`src/rtl/pe_skew_scheduler_pkg.sv`:
```
// Shared types and defaults for the PE skew scheduler.
// Contents: FSM state enum, default geometry, lane-slice helper for packed lane buses.
package pe_sched_pkg;

  localparam int unsigned DefRows    = 8;
  localparam int unsigned DefDataW   = 16;
  localparam int unsigned DefMaxK    = 8;
  localparam int unsigned DefTimeout = 64;

  typedef enum logic [2:0] {
    StIdle,
    StClear,
    StStream,
    StDrain,
    StFin
  } state_e;

  // LSB of lane `lane` in a bus of lanes packed `width` bits apart.
  function automatic int unsigned lane_lsb(input int unsigned lane, input int unsigned width);
    return lane * width;
  endfunction

endpackage

```
`src/rtl/pe_skew_scheduler_if.sv`:
```
// Scheduler <-> pe_8x8_cluster bus.
// master (scheduler): drives pe_en, pe_rst_n, pe_act, pe_wgt, pe_done;
//                     samples pe_out_done, pe_results.
// slave  (cluster):   the reverse.
interface pe_skew_scheduler_if #(
  parameter int unsigned ROWS   = 8,
  parameter int unsigned DATA_W = 16
);
  logic                     pe_en;
  logic                     pe_rst_n;
  logic [ROWS*DATA_W-1:0]   pe_act;
  logic [ROWS*DATA_W-1:0]   pe_wgt;
  logic [ROWS-1:0]          pe_done;
  logic [ROWS-1:0]          pe_out_done;
  logic [ROWS*DATA_W-1:0]   pe_results;

  modport master (
    output pe_en, pe_rst_n, pe_act, pe_wgt, pe_done,
    input  pe_out_done, pe_results
  );

  modport slave (
    input  pe_en, pe_rst_n, pe_act, pe_wgt, pe_done,
    output pe_out_done, pe_results
  );
endinterface

```
`src/rtl/pe_skew_lane.sv`:
```
// Per-row skew decode.
// Inputs : s (stream cycle), row (lane index), k_len (elements per row).
// Outputs: idx (buffer element for this cycle), valid (lane carries data),
//          done_set (this is the cycle the row's done flag rises).
module pe_skew_lane #(
  parameter int unsigned ROWS  = 8,
  parameter int unsigned MAX_K = 8,
  parameter int unsigned CNT_W = 8
) (
  input  logic [CNT_W-1:0]         s,
  input  logic [$clog2(ROWS)-1:0]  row,
  input  logic [$clog2(MAX_K):0]   k_len,
  output logic [$clog2(MAX_K)-1:0] idx,
  output logic                     valid,
  output logic                     done_set
);
  localparam int unsigned IW = $clog2(MAX_K);

  // One extra bit so row + k_len never wraps.
  logic [CNT_W:0] s_ext, row_ext, end_ext;

  always_comb begin
    s_ext    = {1'b0, s};
    row_ext  = (CNT_W+1)'(row);
    end_ext  = row_ext + (CNT_W+1)'(k_len);
    valid    = (s_ext >= row_ext) && (s_ext < end_ext);
    done_set = (s_ext == end_ext);
    idx      = IW'(s_ext - row_ext);
  end
endmodule

```
`src/rtl/pe_skew_scheduler.sv`:
```
// Tile sequencer in front of pe_8x8_cluster.
// Load port (ld_*) fills a ROWS x MAX_K act/wgt buffer while idle. start/k_len launch a
// tile: CLEAR the cluster, STREAM rows with one cycle of skew per row plus a sticky done
// flag, DRAIN until the last row reports done (or TIMEOUT), FIN captures results.
// Status: ld_ready, busy, done (pulse), err (pulse), result (held).
// Cluster side via pe_skew_scheduler_if.master. All outputs registered.
module pe_skew_scheduler
  import pe_sched_pkg::*;
#(
  parameter int unsigned ROWS    = DefRows,
  parameter int unsigned DATA_W  = DefDataW,
  parameter int unsigned MAX_K   = DefMaxK,
  parameter int unsigned TIMEOUT = DefTimeout
) (
  input  logic                       clk,
  input  logic                       rst,
  input  logic                       ld_valid,
  input  logic [$clog2(ROWS)-1:0]    ld_row,
  input  logic [$clog2(MAX_K)-1:0]   ld_k,
  input  logic [DATA_W-1:0]          ld_act,
  input  logic [DATA_W-1:0]          ld_wgt,
  output logic                       ld_ready,
  input  logic                       start,
  input  logic [$clog2(MAX_K):0]     k_len,
  output logic                       busy,
  output logic                       done,
  output logic                       err,
  output logic [ROWS*DATA_W-1:0]     result,
  pe_skew_scheduler_if.master        pe
);
  localparam int unsigned RW  = $clog2(ROWS);
  localparam int unsigned KIW = $clog2(MAX_K);
  localparam int unsigned KW  = KIW + 1;
  localparam int unsigned CW  = $clog2(ROWS + MAX_K + TIMEOUT + 1);

  state_e                 state_q;
  logic [CW-1:0]          cnt_q;
  logic [KW-1:0]          k_len_q;
  logic                   busy_q, done_q, err_q, ld_ready_q;
  logic [ROWS*DATA_W-1:0] result_q;
  logic                   pe_en_q, pe_rst_n_q;
  logic [ROWS*DATA_W-1:0] pe_act_q, pe_wgt_q;
  logic [ROWS-1:0]        pe_done_q;

  logic [DATA_W-1:0] act_buf [ROWS][MAX_K];
  logic [DATA_W-1:0] wgt_buf [ROWS][MAX_K];

  logic [CW-1:0]          s_nxt, last_s;
  logic [ROWS*DATA_W-1:0] act_nxt, wgt_nxt;
  logic [ROWS-1:0]        done_set;
  logic                   kl_ok, ld_ok;
  logic [RW:0]            ld_row_ext;
  logic [KIW:0]           ld_k_ext;
  logic                   unused_out_done;

  assign unused_out_done = ^pe.pe_out_done[ROWS-2:0];

  always_comb begin
    // Outputs are registered, so lanes decode the stream cycle that follows this one.
    s_nxt      = (state_q == StStream) ? cnt_q + CW'(1) : '0;
    last_s     = CW'(ROWS) + CW'(k_len_q) - CW'(1);
    kl_ok      = (k_len != '0) && (k_len <= KW'(MAX_K));
    ld_row_ext = {1'b0, ld_row};
    ld_k_ext   = {1'b0, ld_k};
    ld_ok      = (ld_row_ext < (RW+1)'(ROWS)) && (ld_k_ext < (KIW+1)'(MAX_K));
  end

  for (genvar r = 0; r < ROWS; r++) begin : g_lane
    logic [KIW-1:0] idx;
    logic           valid;

    pe_skew_lane #(
      .ROWS  (ROWS),
      .MAX_K (MAX_K),
      .CNT_W (CW)
    ) u_lane (
      .s        (s_nxt),
      .row      (RW'(r)),
      .k_len    (k_len_q),
      .idx      (idx),
      .valid    (valid),
      .done_set (done_set[r])
    );

    assign act_nxt[lane_lsb(r, DATA_W) +: DATA_W] = valid ? act_buf[r][idx] : '0;
    assign wgt_nxt[lane_lsb(r, DATA_W) +: DATA_W] = valid ? wgt_buf[r][idx] : '0;
  end

  // Buffer has no reset; contents survive rst and tiles.
  always_ff @(posedge clk) begin
    if (!rst && state_q == StIdle && ld_valid && ld_ok) begin
      act_buf[ld_row][ld_k] <= ld_act;
      wgt_buf[ld_row][ld_k] <= ld_wgt;
    end
  end

  always_ff @(posedge clk) begin
    if (rst) begin
      state_q    <= StIdle;
      cnt_q      <= '0;
      k_len_q    <= '0;
      busy_q     <= 1'b0;
      done_q     <= 1'b0;
      err_q      <= 1'b0;
      ld_ready_q <= 1'b0;
      result_q   <= '0;
      pe_en_q    <= 1'b0;
      pe_rst_n_q <= 1'b1;
      pe_act_q   <= '0;
      pe_wgt_q   <= '0;
      pe_done_q  <= '0;
    end else begin
      done_q <= 1'b0;
      err_q  <= 1'b0;
      unique case (state_q)
        StIdle: begin
          ld_ready_q <= 1'b1;
          if (start && !kl_ok) begin
            err_q <= 1'b1;
          end else if (start) begin
            state_q    <= StClear;
            k_len_q    <= k_len;
            busy_q     <= 1'b1;
            ld_ready_q <= 1'b0;
            pe_en_q    <= 1'b1;
            pe_rst_n_q <= 1'b0;
            pe_act_q   <= '0;
            pe_wgt_q   <= '0;
            pe_done_q  <= '0;
          end
        end
        StClear: begin
          state_q    <= StStream;
          cnt_q      <= '0;
          pe_rst_n_q <= 1'b1;
          pe_act_q   <= act_nxt;
          pe_wgt_q   <= wgt_nxt;
          pe_done_q  <= pe_done_q | done_set;
        end
        StStream: begin
          if (cnt_q == last_s) begin
            state_q   <= StDrain;
            cnt_q     <= '0;
            pe_act_q  <= '0;
            pe_wgt_q  <= '0;
            pe_done_q <= '1;
          end else begin
            cnt_q     <= cnt_q + CW'(1);
            pe_act_q  <= act_nxt;
            pe_wgt_q  <= wgt_nxt;
            pe_done_q <= pe_done_q | done_set;
          end
        end
        StDrain: begin
          if (pe.pe_out_done[ROWS-1]) begin
            state_q   <= StFin;
            pe_en_q   <= 1'b0;
            pe_done_q <= '0;
          end else if (cnt_q == CW'(TIMEOUT - 1)) begin
            state_q    <= StIdle;
            err_q      <= 1'b1;
            busy_q     <= 1'b0;
            ld_ready_q <= 1'b1;
            pe_en_q    <= 1'b0;
            pe_done_q  <= '0;
          end else begin
            cnt_q <= cnt_q + CW'(1);
          end
        end
        StFin: begin
          state_q    <= StIdle;
          result_q   <= pe.pe_results;
          done_q     <= 1'b1;
          busy_q     <= 1'b0;
          ld_ready_q <= 1'b1;
        end
        default: state_q <= StIdle;
      endcase
    end
  end

  assign ld_ready    = ld_ready_q;
  assign busy        = busy_q;
  assign done        = done_q;
  assign err         = err_q;
  assign result      = result_q;
  assign pe.pe_en    = pe_en_q;
  assign pe.pe_rst_n = pe_rst_n_q;
  assign pe.pe_act   = pe_act_q;
  assign pe.pe_wgt   = pe_wgt_q;
  assign pe.pe_done  = pe_done_q;
endmodule

```
`src/flat_wrapper.sv`:
```
// flat-port wrapper written by rule: the top's interface ports become plain ports
module pe_skew_scheduler_flat import pe_sched_pkg::*;
#(
  parameter int unsigned ROWS    = DefRows,
  parameter int unsigned DATA_W  = DefDataW,
  parameter int unsigned MAX_K   = DefMaxK,
  parameter int unsigned TIMEOUT = DefTimeout
)
  (clk, rst, ld_valid, ld_row, ld_k, ld_act, ld_wgt, ld_ready, start, k_len, busy, done, err, result, pe_pe_en, pe_pe_rst_n, pe_pe_act, pe_pe_wgt, pe_pe_done, pe_pe_out_done, pe_pe_results);
  pe_skew_scheduler_if #(.ROWS(ROWS), .DATA_W(DATA_W)) pe_i ();
  input  logic clk;
  input  logic rst;
  input  logic ld_valid;
  input  logic [$clog2(ROWS)-1:0] ld_row;
  input  logic [$clog2(MAX_K)-1:0] ld_k;
  input  logic [DATA_W-1:0] ld_act;
  input  logic [DATA_W-1:0] ld_wgt;
  output logic ld_ready;
  input  logic start;
  input  logic [$clog2(MAX_K):0] k_len;
  output logic busy;
  output logic done;
  output logic err;
  output logic [ROWS*DATA_W-1:0] result;
  output wire logic [$bits(pe_i.pe_en)-1:0] pe_pe_en;
  output wire logic [$bits(pe_i.pe_rst_n)-1:0] pe_pe_rst_n;
  output wire logic [$bits(pe_i.pe_act)-1:0] pe_pe_act;
  output wire logic [$bits(pe_i.pe_wgt)-1:0] pe_pe_wgt;
  output wire logic [$bits(pe_i.pe_done)-1:0] pe_pe_done;
  input wire logic [$bits(pe_i.pe_out_done)-1:0] pe_pe_out_done;
  input wire logic [$bits(pe_i.pe_results)-1:0] pe_pe_results;
  assign pe_pe_en = pe_i.pe_en;
  assign pe_pe_rst_n = pe_i.pe_rst_n;
  assign pe_pe_act = pe_i.pe_act;
  assign pe_pe_wgt = pe_i.pe_wgt;
  assign pe_pe_done = pe_i.pe_done;
  assign pe_i.pe_out_done = pe_pe_out_done;
  assign pe_i.pe_results = pe_pe_results;
  pe_skew_scheduler #(.ROWS(ROWS), .DATA_W(DATA_W), .MAX_K(MAX_K), .TIMEOUT(TIMEOUT)) u_core (.clk(clk), .rst(rst), .ld_valid(ld_valid), .ld_row(ld_row), .ld_k(ld_k), .ld_act(ld_act), .ld_wgt(ld_wgt), .ld_ready(ld_ready), .start(start), .k_len(k_len), .busy(busy), .done(done), .err(err), .result(result), .pe(pe_i));
endmodule
```
`config.mk`:
```
export PLATFORM = sky130hd
export DESIGN_NAME = pe_skew_scheduler_flat
export DESIGN_NICKNAME = d
export VERILOG_FILES = /design/src/rtl/pe_skew_scheduler_pkg.sv /design/src/rtl/pe_skew_scheduler_if.sv /design/src/rtl/pe_skew_lane.sv /design/src/rtl/pe_skew_scheduler.sv /design/src/flat_wrapper.sv
export SDC_FILE = /design/constraint.sdc
export NUM_CORES = 2
export LEC_CHECK = 0
export ABC_CLOCK_PERIOD_IN_PS = 4300
export CAP_MARGIN = 20
export CORE_AREA = 3 3 451 453
export CTS_CLUSTER_SIZE = 30
export DETAILED_ROUTE_END_ITERATION = 10
export DIE_AREA = 0 0 454 456
export PLACE_DENSITY = 0.72
export SYNTH_ARGS = -nofsm -noshare
export SYNTH_HDL_FRONTEND = slang
export SYNTH_SLANG_ARGS = --single-unit
```
`constraint.sdc`:
```
create_clock -name clk -period 4.3 [get_ports clk]
set_input_delay 1.075 -clock clk [delete_from_list [all_inputs] [get_ports clk]]
set_output_delay 1.075 -clock clk [all_outputs]
set_load 0.02 [all_outputs]
```
After elaboration in Yosys (flattened, before gate mapping). Memory sizes are Yosys's and may differ from the RTL's. Index checks and enable logic that the tools add are counted.

Output and inout port bits: 398. Logic and storage cells: 234. Bits in registers: 412. RAM bits: 2048. Memories: 2. Bits of input ports: 182.

Add/subtract/negate cells: 17. Equality and inequality tests: 21. Order comparisons: 27. Muxes and demuxes: 111. Reductions and logical operators: 32. Bitwise logic cells: 11.

Memory list: u_core.act_buf (words 8, width 128, rd ports 8, clocked after memory_dff 0, wr ports 1, line pe_skew_scheduler.sv:45) `logic [DATA_W-1:0] act_buf [ROWS][MAX_K];`; u_core.wgt_buf (words 8, width 128, rd ports 8, clocked after memory_dff 0, wr ports 1, line pe_skew_scheduler.sv:46) `logic [DATA_W-1:0] wgt_buf [ROWS][MAX_K];`.

Operators by type and width (count): 16-bit two-way mux (49); 16-bit binary-select mux with 3-bit select (16); 128-bit one-hot mux with 3 select lines (2); 128-bit two-way mux (5); 7-bit by 5-bit == test with 1-bit output (7); 7-bit by 5-bit < comparator with 1-bit output (7); 16-bit demux with 3-bit select (1); 8-bit two-way mux (5); 4-bit greater-or-equal comparator (second input constant) (9); 3-bit inverter with 4-bit output (9); 8-bit one-hot mux with 4 select lines (1); 7-bit by 3-bit greater-or-equal comparator with 1-bit output (second input constant) (4); 7-bit two-way mux (4); 7-bit one-hot mux with 3 select lines (1); 3-bit by 4-bit adder with 5-bit output (first input constant) (4); 1-bit two-way mux (16); 3-bit two-way mux (5); 3-bit AND reduction (5); 7-bit by 1-bit greater-or-equal comparator with 1-bit output (second input constant) (2); 7-bit by 2-bit greater-or-equal comparator with 1-bit output (second input constant) (2); 1-bit logical AND (13); 3-bit one-hot mux with 4 select lines (1); 4-bit AND reduction (3); 3-bit subtractor (second input constant) (4); 29 further kinds (44).

Depth between registers and ports, before layout.
Depth in word-level cells: 10. Mapped depth: 18. Mapped depth without buffers: 11.

Hierarchy. From an unflattened synthesis, not the netlist that was laid out.

Cell total of the unflattened synthesis: 4689. Area, all modules: 92812.8 µm².

Modules (own cells, without submodules): pe_skew_scheduler (area each 90130.2 µm², instances 1, cells each 4377, sequential area each 69746.9 µm²); pe_skew_lane (area each 335.3 µm², instances 8, cells each 39, sequential area each 0.0 µm²).

Worst setup path after synthesis. OpenSTA, ideal clock, no wires.

Path kind: reg-to-reg. From: reg u_core.state_q[2]. To: reg u_core.pe_wgt_q[48], in the netlist u_core.pe.pe_wgt[48]. Buffers on the path: 8. Period minus slack after synthesis: 3982 ps. Slack: 318 ps. Library setup time: 101 ps. Stages on the path, launching flop included: 16. Data arrival time: 3881 ps. Data required time: 4199 ps. Cells stage by stage: dfxtp_1 or4b_1 buf_2 clkinv_2 buf_6 buf_6 buf_4 buf_4 buf_2 ha_1 clkbuf_1 buf_1 mux4_2 nor3_1 or4_1 o41ai_1.

Longest elaborated chain between the ends: 10. Elaborated cells between the ends (all ways): 19. Classes of those cells: add/sub: 1; order compare: 2; eq/ne: 4; mux: 7; bitwise: 1; reduce/logical: 4.

RTL lines: start: declaration (line pe_skew_scheduler.sv:36) `state_e state_q;`; start signal: assignment (line pe_skew_scheduler.sv:99) `state_q <= StIdle;`; start signal: assignment (line pe_skew_scheduler.sv:121) `state_q <= StClear;`; start signal: assignment (line pe_skew_scheduler.sv:133) `state_q <= StStream;`; 3-bit by 2-bit == test with 1-bit output (line pe_skew_scheduler.sv:60, pe_skew_scheduler.sv:115); 7-bit two-way mux (line pe_skew_scheduler.sv:60) `s_nxt = (state_q == StStream) ? cnt_q + CW'(1) : '0;`; 3-bit by 2-bit subtractor with 3-bit output (line pe_skew_lane.sv:28) `idx = IW'(s_ext - row_ext);`; 3-bit inverter with 4-bit output (not written as such) (line pe_skew_scheduler.sv:86) `assign wgt_nxt[lane_lsb(r, DATA_W) +: DATA_W] = valid ? wgt_buf[r][idx] : '0;`; 16-bit binary-select mux with 3-bit select (line pe_skew_scheduler.sv:86); 16-bit two-way mux (not written as such) (2 in series) (line pe_skew_scheduler.sv:86); 16-bit two-way mux (line pe_skew_scheduler.sv:86); 128-bit two-way mux (line pe_skew_scheduler.sv:141) `if (cnt_q == last_s) begin`; 128-bit one-hot mux with 3 select lines (line pe_skew_scheduler.sv:115) `unique case (state_q)`; end signal: assignment (line pe_skew_scheduler.sv:137) `pe_wgt_q <= wgt_nxt;`; end signal: assignment (line pe_skew_scheduler.sv:150) `pe_wgt_q <= wgt_nxt;`; end: declaration (line pe_skew_scheduler.sv:42) `logic [ROWS*DATA_W-1:0] pe_act_q, pe_wgt_q;`.

Several ways; a longest one is shown, not always the timed one. The select of a mux whose other input is x is not followed. A chain may end at the register's enable or synchronous reset.

Final worst setup path.
From: reg u_core.cnt_q[0]. To: reg u_core.pe_act_q[23], in the netlist u_core.pe.pe_act[23].

Longest elaborated chain between the ends: 10. Elaborated cells between the ends (all ways): 14. Classes of those cells: add/sub: 2; order compare: 2; eq/ne: 1; mux: 7; bitwise: 1; reduce/logical: 1.

RTL lines: start: declaration (line pe_skew_scheduler.sv:37) `logic [CW-1:0] cnt_q;`; start signal: assignment (line pe_skew_scheduler.sv:148) `cnt_q <= cnt_q + CW'(1);`; start signal: assignment (line pe_skew_scheduler.sv:167) `cnt_q <= cnt_q + CW'(1);`; 7-bit by 1-bit adder with 7-bit output (line pe_skew_scheduler.sv:60); 7-bit two-way mux (line pe_skew_scheduler.sv:60); 3-bit by 1-bit subtractor with 3-bit output (line pe_skew_lane.sv:28); 3-bit inverter with 4-bit output (not written as such) (line pe_skew_scheduler.sv:85) `assign act_nxt[lane_lsb(r, DATA_W) +: DATA_W] = valid ? act_buf[r][idx] : '0;`; 16-bit binary-select mux with 3-bit select (line pe_skew_scheduler.sv:85); 16-bit two-way mux (not written as such) (2 in series) (line pe_skew_scheduler.sv:85); 16-bit two-way mux (line pe_skew_scheduler.sv:85); 128-bit two-way mux (line pe_skew_scheduler.sv:141); 128-bit one-hot mux with 3 select lines * (line pe_skew_scheduler.sv:115); end signal: assignment (line pe_skew_scheduler.sv:136) `pe_act_q <= act_nxt;`; end signal: assignment (line pe_skew_scheduler.sv:149) `pe_act_q <= act_nxt;`; end: declaration (line pe_skew_scheduler.sv:42).

Every way passes the cells marked *; elsewhere a longest branch is shown, timed or not. The select of a mux whose other input is x is not followed.

==> qor.yml <==
grt_usage_pct: 24.5
placedInstanceArea_um2: 103000
skew_ns: 0.0588
power_frac_comb_pct: 4.9
final_hold_viol_count: 0
route.detailed.drc: 0
share_of_power_burned_in_the_clock_network_pct: 42.1
antenna_found_initial: 26
dp_cells: 8989
timing.critical_path.fanout_max: 32
combined_area_of_the_multi_input_logic_cells_um2: 22400
postSynthCellCount: 5983
synth-warning-count: 0
p_sw_uw: 10500
die_w_um: 454
postCtsSetupBuffers: 0
layout.cells.non_filler: 9453
io_pins: 580
critPathArrivalTime_ns: 4.71
yosys.area.top_type: "edfxtp_1"
buffer_ports.inserted: 572
slew_headroom_pct: 22.5
top_post_synthesis_cells_by_area: "edfxtp_1, dfxtp_1, mux4_2"
ys_seq_area_share_pct: 74.5
grt_pass1_wl_mm: 375
initial_core_util_pct: 46.9
worstSetupPathType: "flop to flop"
htree_num_levels: 4
timing_max_transition_violations_final: 0
floorplan.die_area_um2: 207000
place_congestion: 0.898
syn-mean-instance-area_um2: 15.6
drtIter0Drc: 6480
cts_clk_pin_slew_worst_paths_ns: 0.06
wire_per_inst_um: 27.5
post-dp-hpwl_mm: 156
static-leakage-power_uw: 0.0354
post_layout_nets: 6785
insertion_delay_ns: 0.90
tritoncts: "done"
netlist_area_um2: 93600
dr_total_vias: 56600
internal_power_uw: 38300
clockBufferDepth: 3
power_density_nw_per_um2: 439
reg_area_um2: 69700
hp-class: "flop to flop"
worst-slew-pin-transition_ns: 1.16
period_needed_ns: 3.97
required_ns: 5.03
switching_share_pct: 21.6
synthDominantCellAreaShare_pct: 65.7
postSynthRegisterBits: 2460
rsz0062_at_grt: "false"
synth_cell_type_count: 80
max_cap_violations: 0
drt_pre_antenna_iters: 5
seqPwrFrac_pct: 53.0
report.final.setup_viol: 0
numCtsBuffers: 235
die_height_um: 456
final_layout_size_suffix_gt1_share_pct: 13.9
achievable-frequency_mhz: 252
route.detailed.vias_per_inst: 5.99
totalPowerFinal_uw: 48800
total_number_of_clock_tree_sinks: 2460
clock_tree.root_cell: "clkbuf_16"
n_fill_cell: 15000
placeableCoreArea_um2: 200000
routed_wirelength_mm: 260
finish.utilization_pct: 55.8
timing.critical_path.from_type: "flop"
outcome: "finished, final reports clean"
grt_max_degree: 172
drt.antenna.violating_nets: 0
post_cts_resize_count: 0
synthFlopType: "edfxtp_1"
finalInstanceArea_um2: 111000
count_of_flip_flops_with_a_built_in_enable_after_synthesis: 2048
vdd.ir_drop.worst_v: 0.000433
syn2layout_area_growth_pct: 18.9
finalHoldWorstSlack_ns: 0.449
synthArstFlopShare_pct: 0
cts_hold_repair.buffers: 0
grt.overflow.total: 0
placementRows: 164
vias_in_the_first_global_route: 55900
critPathCaptureType: "flop"
syn_nets: 6193
post-route-period-util_pct: 92.4
-- critical path, cell delays in order, from the launching register on --
cell and delay (ns):
dfxtp_2 0.54, buf_4 0.51, and3_1 0.29, xnor2_1 0.12, nand2b_1 0.24, inv_1 0.28
ha_1 0.31, nand3_1 0.07, mux2_1 0.15, nor2_1 0.04, or4_1 0.56, buf_4 0.29
o41ai_1 0.36
-- final timing paths --
kind / from / endpoint / slack [ns] / cells past startpoint
worst max register to register: u_core.cnt_q[0]$_SDFFE_PP0P_ / u_core.pe.pe_act[23]$_SDFFE_PP0P_ / 0.33 / 12
worst max-delay path: u_core.cnt_q[0]$_SDFFE_PP0P_ / u_core.pe.pe_act[23]$_SDFFE_PP0P_ / 0.33 / 12
worst min register to register: u_core.pe.pe_act[87]$_SDFFE_PP0P_ / u_core.pe.pe_act[87]$_SDFFE_PP0P_ / 0.45 / 2
worst min-delay path: u_core.pe.pe_act[87]$_SDFFE_PP0P_ / u_core.pe.pe_act[87]$_SDFFE_PP0P_ / 0.45 / 2
-- state kept, by name, indices dropped and copies added, names as in the netlist, 3 cells and up --
signal / cells
u_core.act_buf: 1024
u_core.wgt_buf: 1024
u_core.pe.pe_act: 128
u_core.pe.pe_wgt: 128
u_core.result: 128
u_core.pe.pe_done: 8
u_core.cnt_q: 7
u_core.k_len_q: 4
u_core.state_q: 3
-- final cells by class --
cell class,count,area share [%]
Antenna cell,12,0.0270
Clock buffer,326,5.97
Clock inverter,121,1.06
Inverter,23,0.0944
Multi-Input combinational cell,3057,20.2
Sequential cell,2460,62.7
Tap cell,2656,2.99
Timing Repair Buffer,798,7.04
-- synth_stat cells, types with 19 or more instances --
master / instances
nand4_1: 20
mux2i_1: 174
edfxtp_1: 2048
buf_1: 25
o41ai_1: 101
or4_1: 37
buf_4: 35
inv_1: 20
buf_2: 67
nor3_1: 225
o31ai_1: 145
o21bai_1: 46
o22ai_1: 350
clkbuf_1: 303
nand2_1: 710
dfxtp_1: 412
nor2_1: 158
nand3_1: 93
mux4_2: 203
ha_1: 28
nand3b_1: 77
nor2b_1: 20
a21oi_1: 153
nand4b_1: 19
and3_1: 114
or3_1: 20
a211oi_1: 119
a32oi_1: 27
o21ai_0: 23
-- cells in the final DEF, fill, tap and decap left out, types with 15 or more instances in the layout --
cell	Yosys	layout
a211oi_1	119	119
a21oi_1	153	150
a32oi_1	27	27
and3_1	114	114
buf_12	0	44
buf_2	67	32
buf_4	35	181
clkbuf_1	303	56
clkbuf_16	0	241
clkbuf_8	0	29
clkdlybuf4s50_1	0	539
clkinv_1	0	32
clkinv_2	1	46
dfxtp_1	412	411
edfxtp_1	2048	2048
ha_1	28	26
inv_1	20	20
mux2i_1	174	174
mux4_2	203	203
nand2_1	710	706
nand3_1	93	91
nand3b_1	77	77
nand4_1	20	20
nand4b_1	19	19
nor2_1	158	89
nor2_4	0	65
nor2b_1	20	19
nor3_1	225	224
o21ai_0	23	22
o21bai_1	46	46
o22ai_1	350	350
o311ai_0	15	15
o31ai_1	145	145
o41ai_1	101	101
or3_1	20	20
or4_1	37	37
xnor2_1	18	18
-- kinds of logic (layout without fill, tap and decap cells) --
logic type / Yosys count / in the layout / share of synthesized area, %
flops: 2460 / 2460 / 74.5
compound gates: 1057 / 1057 / 7.78
buf+inv: 466 / 1268 / 2.21
simple gates: 1548 / 1548 / 7.87
xor+xnor: 29 / 29 / 0.279
mux: 387 / 387 / 6.88
other cells: 0 / 12 / 0
fa+ha+maj: 36 / 36 / 0.460
-- metrics by stage --
step                setup WS [ns]  TNS [ns]
finish                      0.327         0
detailed placement         -0.136    -11.97
global route               0.0848         0
global placement           -0.131    -10.91
CTS                         0.405         0
floorplan                   0.318         0
-- power by group through the flow --
stage	Clock, µW	Sequential [µW]	Combinational (µW)
floorplan	0	26400	1180
global placement	0	26400	2330
detailed placement	0	26400	2370
CTS	20800	25900	2380
global route	21800	25900	2540
finish	20500	25900	2400
-- metal layers --
layer / share of wire [%] / GRT usage (%)
met1: 38 / 31.2
met3: 8.7 / 4.75
met2: 48 / 39.3
met4: 6.1 / 13.9
met5: 0.034 / 0
(Power assumes the default switching activity.)
